**config.mk**
```make
export PLATFORM = sky130hd
export DESIGN_NAME = gray_input_conditioner
export DESIGN_NICKNAME = d
export VERILOG_FILES = /design/src/rtl/gray_pkg.sv /design/src/rtl/sync_2ff.sv /design/src/rtl/gray_input_conditioner.sv
export SDC_FILE = /design/constraint.sdc
export NUM_CORES = 1
export LEC_CHECK = 0
export ABC_AREA = 0
export CAP_MARGIN = 30
export CORE_AREA = 10 10 52 54
export DETAILED_ROUTE_END_ITERATION = 10
export DIE_AREA = 0 0 62 64
export GPL_TIMING_DRIVEN = 1
export PLACE_DENSITY = 0.77
export SETUP_SLACK_MARGIN = 0.3
export SLEW_MARGIN = 10
export SYNTH_ARGS = -nofsm -noshare
export SYNTH_HDL_FRONTEND = slang
export SYNTH_SLANG_ARGS = --single-unit
```
**constraint.sdc**
```tcl
create_clock -name clk -period 5.3 [get_ports clk]
set_input_delay 0.53 -clock clk [delete_from_list [all_inputs] [get_ports clk]]
set_output_delay 0.53 -clock clk [all_outputs]
set_load 0.05 [all_outputs]
```
**src/rtl/gray_pkg.sv**
```systemverilog
// gray_pkg: shared Gray width, debounce FSM states and single-bit step helper.
package gray_pkg;
  localparam int GRAY_W = 4;
  typedef enum logic {IDLE, COUNT} state_t;
  function automatic logic gray_step_ok(input logic [GRAY_W-1:0] a, input logic [GRAY_W-1:0] b);
    return $countones(a ^ b) == 1;
  endfunction
endpackage

```
**src/rtl/sync_2ff.sv**
```systemverilog
// sync_2ff: two-flop synchronizer, cleared to zero on asynchronous reset.
module sync_2ff #(parameter int W = 1) (
  input  logic         clk,
  input  logic         reset,
  input  logic [W-1:0] d,
  output logic [W-1:0] q
);
  logic [W-1:0] meta;
  always_ff @(posedge clk or posedge reset)
    if (reset) {q, meta} <= '0;
    else {q, meta} <= {meta, d};
endmodule

```
**src/rtl/gray_input_conditioner.sv**
```systemverilog
// gray_input_conditioner: synchronizes and debounces a raw Gray code, pulsing valid on each accepted change.
// Define GRAY_STEP_CHECK_EN to build the sticky step_err flag for multi-bit steps.
module gray_input_conditioner
  import gray_pkg::*;
#(
  parameter int DEBOUNCE_CYCLES = 4
) (
  input  logic              clk,
  input  logic              reset,
  input  logic [GRAY_W-1:0] INgray_raw,
  input  logic              clr_err,
  output logic [GRAY_W-1:0] OUTgray,
  output logic              valid,
  output logic              step_err
);
  localparam int CW = $clog2(DEBOUNCE_CYCLES + 1);
  localparam logic [CW-1:0] CNT_MAX = CW'(DEBOUNCE_CYCLES);
  logic [GRAY_W-1:0] sync2, cand, cand_n;
  logic [CW-1:0] cnt, cnt_n;
  state_t state, state_n;
  logic commit;
  sync_2ff #(.W(GRAY_W)) u_sync (.clk(clk), .reset(reset), .d(INgray_raw), .q(sync2));
  always_comb begin
    state_n = state;
    cand_n = cand;
    cnt_n = cnt;
    commit = 1'b0;
    if (state == IDLE) begin
      if (sync2 != OUTgray) begin
        cand_n = sync2;
        cnt_n = CW'(1);
        state_n = COUNT;
      end
    end else if (sync2 == OUTgray) begin
      cnt_n = '0;
      state_n = IDLE;
    end else if (sync2 != cand) begin
      cand_n = sync2;
      cnt_n = CW'(1);
    end else if (cnt == CNT_MAX) begin
      commit = 1'b1;
      cnt_n = '0;
      state_n = IDLE;
    end else cnt_n = cnt + 1'b1;
  end
  always_ff @(posedge clk or posedge reset)
    if (reset) begin
      state <= IDLE;
      cand <= '0;
      cnt <= '0;
      OUTgray <= '0;
      valid <= 1'b0;
    end else begin
      state <= state_n;
      cand <= cand_n;
      cnt <= cnt_n;
      valid <= commit;
      if (commit) OUTgray <= cand;
    end
`ifdef GRAY_STEP_CHECK_EN
  // a new error in the same cycle as clr_err keeps the flag set
  always_ff @(posedge clk or posedge reset)
    if (reset) step_err <= 1'b0;
    else if (commit && !gray_step_ok(cand, OUTgray)) step_err <= 1'b1;
    else if (clr_err) step_err <= 1'b0;
`else
  logic unused_clr_err;
  assign unused_clr_err = clr_err;
  assign step_err = 1'b0;
`endif
endmodule

```
==> impl_results.md, run 1 <==
- Worst r2r src: u_sync.q[0]
- Hold path startpoint: u_sync.meta[2]
- Reg clk slew, reported paths: 0.12 ns
- Routed WL per cell: 14.0 um
- Nets: 91
- Largest area contributor in the netlist: dfrtp_1
- Dpl hpwl: 1.13 mm
- Layout Skew: 0.00377 ns
- Crit path largest cell delay: 0.82 ns
- Final Hold Fails: 0
- Gr ovfl total: 0
- Arrival @ worst endpoint: 1.52 ns
- Power density over the cells: 266 nW/um^2
- Pleak: 0.000473 uW
- Share of the synthesized area in the top cell type: 58.3%
- CTS root buf: clkbuf_4
- Avg Cell Area, Syn: 13.3 um^2
- Hold Path Class: reg2reg
- Initial core utilization: 52.8%
- Sink Count: 21
- Grt met1 use: 10.5%
- Top-count cell post-synth: dfrtp_1
- Cell family contributing the most delay on the critical path: buffers and inverters
- Critical Path Slowest Stage Cell: clkdlybuf4s50_1
- Num CTS Buffers: 3
- Post-synth EDFFs: 0
- CP Max Fanout: 3
- Ys async rst share: 100%
- Syn nets: 77
- CP bufs+invs: 1
- Main area contributors after synthesis: dfrtp_1, mux2_2, xor2_1
- Area grow syn2layout: 16.8%
- Commonest cells in the netlist: dfrtp_1, mux2_2, nand2_1, xor2_1, inv_1
- Die width: 62 um
- First-pass GRT wire length: 2.65 mm
- Final RePlAce weighted congestion: 0.806
- Post-CTS Resized: 0
- Setup total negative slack: 0 ns
- # setup viols final: 0
- Post-CTS Setup Repair Bufs: 0
- Sequential area share after synthesis: 58.3%
- Slew @ Worst Pin: 0.741 ns
- Met2 Track Usage GR: 13.6%
- Ys Warns: 0
- Tmin final: 2.05 ns
- Met3 usage: 3.36%
- Worst EP required: 4.77 ns
- Post-CTS Hold Fix Bufs: 0
- CP Capture Type: output port
- Share of layout cells above drive strength 1: 18.5%
- ANT cells: 0
- Fin crit share: 38.7%
- Post-Synthesis Cells: 68
- Row cnt: 15
- Slew HR: 50.5%
- Status: complete, no violations
- Critical Path, Cell by Cell: clkdlybuf4s50_1
- Peak supply drop: 0.168 mV
- Vias in the first global route: 600
- Worst setup path start: OUTgray[1]
- Final Hold Slack: 0.360 ns
- CP Launch Type: flip-flop
- Die H: 64 um
- Largest net degree at the start of global routing: 22
- Post-DRT Antenna Nets: 0
- Clock Path Buffers: 2
- Slew Viols, Final: 0
- Post-synth top flop: dfrtp_1
- Core Area: 1710 um^2
- Clock Latency Late Sink: 0.30 ns
- Seq cells post-synth: 21
- Setup CP Type: reg2out
- Most used routing layer: met2
- Unrepaired setup endpoints after global routing: no
- Die area: 3970 um^2
- Fmax: 0.487 GHz
- Gr usage total: 8.64%
- Initial detailed-routing violation count: 17
- Drt via density: 5.25
- WL final: 1.49 mm
- Residual DRC: 0
- Via count: 556
- IO Port Bufs: 10
- Fill count: 139
- Initial antenna violation count: 0
- CTS tree: built
- Distinct cell type count of the synthesized netlist: 25
- Maximum capacitance violations: 0
- Post-Syn Area: 902 um^2
- Detailed Routing Iterations Pass 1: 3
- Ports: 13
- Htree depth: 1
-- cell type report --
class	count	area [um^2]	share of cell area [%]
clock buffer	3	22.5	2.14
clock inverter	1	5.00	0.475
inverter	4	15.0	1.43
multi-input combinational	42	354	33.6
sequential	21	526	49.9
tap	25	31.3	2.97
timing repair buffer	10	100	9.50
-- path summary, 6_finish.rpt --
| kind | cells after the start | end | slack (ns) |
|---|---|---|---|
| setup / recovery | 1 | OUTgray[1] | 3.25 |
| hold reg to reg | 0 | u_sync.q[2] | 0.36 |
| min in group asynchronous | 2 | u_sync.q[3] | 0.64 |
| max in group asynchronous | 2 | cnt[0] | 4.19 |
| setup reg to reg | 4 | OUTgray[0] | 3.34 |
| hold / removal | 0 | u_sync.q[2] | 0.36 |
-- power breakdown --
part           leakage (uW)  switching, uW  internal [uW]
Clock             0.0000177           47.1           28.1
Combinational      0.000199           17.9           13.5
Sequential         0.000256           6.07            168
-- routing by layer --
| metal | vias to the layer above | wire length (um) |
|---|---|---|
| met2 | 14 | 758 |
| met4 | 0 | 10 |
| li1 | 264 | - |
| met5 | - | 0 |
| met1 | 276 | 644 |
| met3 | 2 | 72 |
-- sequential cells by signal (all words and copies together), names as in the netlist --
| signal | flops |
|---|---|
| u_sync.meta | 4 |
| OUTgray | 4 |
| cand | 4 |
| cnt | 3 |
| u_sync.q | 4 |
| valid | 1 |
| state | 1 |
-- logic make-up (layout without fill, tap and decap cells) --
family	count (synthesis)	in the layout	synth area share (%)
DFF	21	21	58.3
and+or+nand+nor	19	19	14.7
AOI/OAI and AO/OA	8	8	7.77
muxes	7	7	8.74
xor gates and xnor gates	5	5	4.85
buffers and inverters	5	18	2.50
adders and majority gates	2	2	2.77
other	1	1	0.416
-- through the flow --
step	setup WS, ns	power (uW)	area (um^2)	cells	util (%)
after floorplan	3.27	200	902	68	-
after global placement	3.36	207	1030	102	60.1
after detailed placement	3.34	209	1030	102	60.1
after CTS	3.23	284	1050	106	61.7
after global routing	3.17	299	1050	106	61.7
final	3.25	280	1050	106	61.7
-- cell usage in the layout, fill, tap and decap left out, types with 2 or more instances in the layout --
cell type	count
dfrtp_1	21
clkdlybuf4s50_1	10
mux2_2	7
nand2_1	5
xor2_1	5
inv_1	4
nor2_1	3
clkbuf_4	3
nand2b_1	2
nor4_4	2
nor4_1	2
ha_1	2
Power figures use the tool's default switching activity.
==> run 2, diff against run 1 <==
--- a/config.mk
+++ b/config.mk
@@ -7,11 +7,11 @@
 export LEC_CHECK = 0
 export ABC_AREA = 0
 export CAP_MARGIN = 30
-export CORE_AREA = 10 10 52 54
+export CORE_AREA = 10 10 63 52
 export DETAILED_ROUTE_END_ITERATION = 10
-export DIE_AREA = 0 0 62 64
+export DIE_AREA = 0 0 73 62
 export GPL_TIMING_DRIVEN = 1
-export PLACE_DENSITY = 0.77
+export PLACE_DENSITY = 0.69
 export SETUP_SLACK_MARGIN = 0.3
 export SLEW_MARGIN = 10
 export SYNTH_ARGS = -nofsm -noshare
==> constraint.sdc (replaced) <==
create_clock -name clk -period 1.8 [get_ports clk]
set_input_delay 0.18 -clock clk [delete_from_list [all_inputs] [get_ports clk]]
set_output_delay 0.18 -clock clk [all_outputs]
set_load 0.05 [all_outputs]
==> impl_results.md, run 2 (synthesis results as in run 1) <==
- Fill count: 168 (+21%)
- IO Port Bufs: 10 (unchanged)
- Residual DRC: 0 (unchanged)
- Core Area: 2140 um^2 (+25%)
- Final WS setup: -0.0143 ns (-3.26 ns)
- ANT cells: 0 (unchanged)
- Die width: 73 um (+18%)
- Tmin final: 1.81 ns
- Unrepaired setup endpoints after global routing: yes
- Status: complete, but fails checks
- CP Launch Type: flip-flop
- Maximum capacitance violations: 0 (unchanged)
- Sw Pwr: 249 uW (+250%)
- Row cnt: 15 (unchanged)
- Clock Path Buffers: 2 (unchanged)
- CTS root buf: clkbuf_4
- Peak supply drop: 0.743 mV (+340%)
- Gr ovfl total: 0 (unchanged)
- Sw frac: 27.3% (+2.0 points)
- Reg clk slew, reported paths: 0.12 ns (about the same)
- # setup viols final: 3 (+3)
- Initial antenna violation count: 0 (unchanged)
- Gr usage total: 9.54% (+0.90 points)
- Power density over the cells: 672 nW/um^2 (+150%)
- Part of the power in combinational logic: 18.0% (+6.8 points)
- CP Max Fanout: 5 (+2)
- Worst slack, placed: -0.0403 ns (-3.38 ns)
- Sink Count: 21 (unchanged)
- Hold Path Class: in2async
- Clock share of power: 25.9% (-0.9 points)
- Final Hold Fails: 0 (unchanged)
- Seq pwr share: 56.1% (-5.9 points)
- Via count: 631 (+13%)
- Ports: 13 (unchanged)
- Met2 Track Usage GR: 14.4% (+0.85 points)
- Failing checks: setup timing
- Most used routing layer: met2
- Post-DRT Antenna Nets: 0 (unchanged)
- Area grow syn2layout: 50.1%
- Grt met1 use: 11.8% (+1.3 points)
- Met3 usage: 4.29% (+0.93 points)
- Slew Viols, Final: 0 (unchanged)
- Routed WL per cell: 14.9 um (+6.2%)
- CP Capture Type: flip-flop
- WL final: 1.89 mm (+27%)
- Worst EP required: 2.01 ns (-2.76 ns)
- Setup CP Type: reg2reg
- Initial core utilization: 42.2% (-11 points)
- Layout Skew: 0.00161 ns (-0.00217 ns)
- CTS tree: built
- Fin crit share: 101%
- Nets: 112 (+23%)
- Share of layout cells above drive strength 1: 51.0% (+32 points)
- Pleak: 0.000617 uW (+31%)
- Most frequent cells in the layout: dfrtp_1, buf_4, mux2_4, buf_6, clkdlybuf4s50_1
- Fmax: 0.551 GHz
- Detailed Routing Iterations Pass 1: 3 (unchanged)
- Vias in the first global route: 694 (+16%)
- Final RePlAce weighted congestion: 0.699 (-13%)
- Die H: 62 um (-3.1%)
- Die area: 4530 um^2 (+14%)
- Initial detailed-routing violation count: 8 (-9)
- Commonest non-fill, non-tap cell in the layout: dfrtp_1
- Internal power: 661 uW (+220%)
- Clock Latency Late Sink: 0.31 ns (about the same)
- Dpl hpwl: 1.36 mm (+20%)
- Largest net degree at the start of global routing: 22 (unchanged)
- First-pass GRT wire length: 3.26 mm (+23%)
- Arrival @ worst endpoint: 2.02 ns (+0.50 ns)
- Num CTS Buffers: 3 (unchanged)
- Htree depth: 1 (unchanged)
- Post-Route Utilization: 63.3% (+1.6 points)
- Drt via density: 4.97 (-5.3%)
==> run 2: routing by layer <==
layer	part of all wire, %	vias up
met5	0	-
met4	1.5	0
met3	4.5	5
met2	46	11
met1	47	313
li1	-	302
==> run 2: what timing repair did <==
action / 4_1_cts / 5_1_grt
setup buffers: 4 / 2
endpoints found under the setup margin: 17 / 16
hold buffers: 0 / 0
gates resized for setup: 26 / 9
pin swaps: 10 / 3
==> run 2: through the flow <==
stage | total power [uW] | hold slack [ns] | TNS, ns | instances | instance area, um^2
2_1_floorplan | 591 | 0.156 | -0.330 | 68 | 930
3_3_place_gp | 645 | 0.333 | -0.0780 | 117 | 1170
3_5_place_dp | 651 | 0.340 | -0.102 | 117 | 1170
4_1_cts | 915 | 0.184 | -0.0381 | 125 | 1310
5_1_grt | 963 | 0.190 | -0.578 | 127 | 1350
6_report | 910 | 0.186 | -0.0323 | 127 | 1350
==> run 2: area by class of cell <==
type	instances	area (um^2)	share of cell area [%]
Tap cell	25	31.3	2.31
Clock buffer	3	22.5	1.66
Sequential cell	21	531	39.2
Inverter	4	15.0	1.11
Clock inverter	1	7.51	0.555
Multi-Input combinational cell	42	470	34.8
Timing Repair Buffer	31	277	20.4
==> run 2: final timing paths <==
path / start / endpoint / slack, ns / cells after the start
min in group clk: INgray_raw[2] / u_sync.meta[2] / 0.29 / 1
worst max-delay path: u_sync.q[0] / cand[1] / -0.01 / 5
max in group asynchronous: reset / OUTgray[1] / 1.39 / 3
worst min-delay path: reset / u_sync.q[3] / 0.19 / 3
worst max register to register: u_sync.q[0] / cand[1] / -0.01 / 5
worst min register to register: u_sync.meta[1] / u_sync.q[1] / 0.37 / 0
==> run 2: power by group through the flow <==
stage	clock, uW	sequential, uW	combinational, uW
final	236	511	164
after CTS	247	511	157
after detailed placement	0	517	134
after floorplan	0	518	73.0
after global placement	0	516	129
after global routing	270	514	179
==> run 2: critical path, stage by stage (launching register included) <==
cell and delay (ns):
dfrtp_1 0.42, nor2b_4 0.13, a2111o_1 0.44, buf_4 0.19, o21ai_4 0.20, mux2_4 0.32
==> run 3, diff against run 2 <==
--- a/config.mk
+++ b/config.mk
@@ -6,12 +6,12 @@
 export NUM_CORES = 1
 export LEC_CHECK = 0
 export ABC_AREA = 0
-export CAP_MARGIN = 30
-export CORE_AREA = 10 10 63 52
+export CAP_MARGIN = 40
+export CORE_AREA = 10 10 52 54
 export DETAILED_ROUTE_END_ITERATION = 10
-export DIE_AREA = 0 0 73 62
+export DIE_AREA = 0 0 62 64
 export GPL_TIMING_DRIVEN = 1
-export PLACE_DENSITY = 0.69
+export PLACE_DENSITY = 0.77
 export SETUP_SLACK_MARGIN = 0.3
 export SLEW_MARGIN = 10
 export SYNTH_ARGS = -nofsm -noshare
==> constraint.sdc (replaced) <==
create_clock -name clk -period 2.3 [get_ports clk]
set_input_delay 0.23 -clock clk [delete_from_list [all_inputs] [get_ports clk]]
set_output_delay 0.23 -clock clk [all_outputs]
set_load 0.05 [all_outputs]
==> impl_results.md, run 3 (synthesis results as in run 1) <==
- Status: complete, no violations
- Sequential Area: 528 um^2 (-0.47%)
- Tmin final: 2.04 ns (+0.223 ns)
- Clock Latency Late Sink: 0.29 ns (-0.02 ns)
- Drt via density: 5.12 (+3.0%)
- Num CTS Buffers: 3 (unchanged)
- Fill count: 139 (-17%)
- Htree depth: 1 (unchanged)
- Dpl hpwl: 1.18 mm (-14%)
- Slew HR: 48.3%
- Die H: 64 um (+3.2%)
- Setup CP Type: reg2reg
- CP Max Fanout: 5 (unchanged)
- CP Launch Type: flip-flop
- Nets: 97 (-13%)
- Power density over the cells: 598 nW/um^2 (-11%)
- Final RePlAce weighted congestion: 0.735 (+5.1%)
- # setup viols final: 0 (-3)
- Sink Count: 21 (unchanged)
- Setup total negative slack: 0 ns (+0.0323 ns)
- Crit path largest cell delay: 0.48 ns (+0.04 ns)
- Post-DRT Antenna Nets: 0 (unchanged)
- IO Port Bufs: 10 (unchanged)
- Hold Path Class: in2async
- CTS root buf: clkbuf_4
- First-pass GRT wire length: 2.55 mm (-22%)
- Met2 Track Usage GR: 13.1% (-1.4 points)
- Post-Route Utilization: 64.5% (+1.2 points)
- Critical Path Slowest Stage Cell: a2111o_1
- WL final: 1.55 mm (-18%)
- Arrival @ worst endpoint: 2.22 ns (+0.20 ns)
- Initial core utilization: 52.8% (+11 points)
- Core Area: 1710 um^2 (-20%)
- Initial detailed-routing violation count: 14 (+6)
- Detailed Routing Iterations Pass 1: 4 (+1)
- Gr ovfl total: 0 (unchanged)
- Grt met1 use: 10.1% (-1.8 points)
- Final WS setup: 0.263 ns (+0.277 ns)
- Critical Path, Cell by Cell: and2b_2 > a2111o_1 > nor4_4 > buf_4 > mux2_2
- Final Hold Fails: 0 (unchanged)
- Clock Path Buffers: 2 (unchanged)
- Final Hold Slack: 0.359 ns (+0.173 ns)
- Post-CTS Resized: 0 (-100%)
- Total power: 658 uW (-28%)
- ANT cells: 0 (unchanged)
- CP Capture Type: flip-flop
- Maximum capacitance violations: 0 (unchanged)
- Worst slack, placed: 0.333 ns (+0.373 ns)
- Met3 usage: 2.96% (-1.3 points)
- Most used routing layer: met2
- Layout Skew: 0.00503 ns (+0.00342 ns)
- CTS tree: built
- Peak supply drop: 0.410 mV (-45%)
- Slew Viols, Final: 0 (unchanged)
- Reg clk slew, reported paths: 0.11 ns (about the same)
- Worst EP required: 2.48 ns (+0.47 ns)
- Die area: 3970 um^2 (-12%)
- Fin crit share: 88.6% (-12 points)
- Row cnt: 15 (unchanged)
- Area grow syn2layout: 22.1%
- Via count: 573 (-9.2%)
- Area of the multi-input gates: 354 um^2 (-25%)
- Die width: 62 um (-15%)
- Routed WL per cell: 13.9 um (-6.8%)
- Initial antenna violation count: 0 (unchanged)
- Commonest non-fill, non-tap cell in the layout: dfrtp_1
- Fmax: 0.491 GHz (-11%)
- Unrepaired setup endpoints after global routing: yes
- Most frequent cells in the layout: dfrtp_1, clkdlybuf4s50_1, mux2_2
- Largest net degree at the start of global routing: 22 (unchanged)
- Slew @ Worst Pin: 0.775 ns
- Ports: 13 (unchanged)
- Share of layout cells above drive strength 1: 26.4% (-25 points)
- Gr usage total: 8.33% (-1.2 points)
- Vias in the first global route: 610 (-12%)
- Residual DRC: 0 (unchanged)
- Pleak: 0.000498 uW (-19%)
## run 3: changes by cell type in the layout (fill, tap and decap cells not counted), moves of 5 or more
cell             before  now
buf_4                14    6
buf_6                 7    0
clkdlybuf4s50_1       5   10
mux2_2                0    7
mux2_4                7    0
## run 3: layer usage
metal	vias to the layer above	wire length, um
met5	-	0
met4	0	8
li1	272	-
met2	10	766
met3	2	54
met1	289	725
## run 3: worst max-delay path: cells and delay by family (launching register included)
family,cells,cell delay (ns)
compound gates,1,0.48
buf+inv,1,0.18
flops,1,0.43
mux,1,0.34
simple gates,2,0.50
## run 3: area by class of cell
type | count | area share (%)
inverter | 4 | 1.36
multi-input combinational | 42 | 32.2
tap | 25 | 2.84
clock buffer | 3 | 2.05
clock inverter | 1 | 0.455
sequential | 21 | 48.0
timing repair buffer | 16 | 13.2
## run 3: power by group
group	internal [uW]	switching, uW
sequential	387	14.1
combinational	42.0	45.8
clock	64.6	105
total	493	165
## run 3: repair_timing
action / in CTS / in global routing
endpoints found under the setup margin: 0 / 4
buffers inserted: 0 / 5
hold buffers: 0 / 0
## run 3: worst paths after layout
path,slack (ns),cells past startpoint,startpoint,end
setup / recovery,0.26,5,u_sync.q[1],OUTgray[1]
hold reg to reg,0.36,0,u_sync.meta[0],u_sync.q[0]
max in group asynchronous,1.41,2,reset,OUTgray[1]
setup reg to reg,0.26,5,u_sync.q[1],OUTgray[1]
min in group clk,0.36,1,INgray_raw[3],u_sync.meta[3]
hold / removal,0.36,2,reset,u_sync.meta[3]
## run 3: metrics by stage
stage | instances | instance area (um^2)
floorplan | 68 | 905
global placement | 103 | 1040
detailed placement | 103 | 1040
CTS | 107 | 1060
global route | 112 | 1100
finish | 112 | 1100
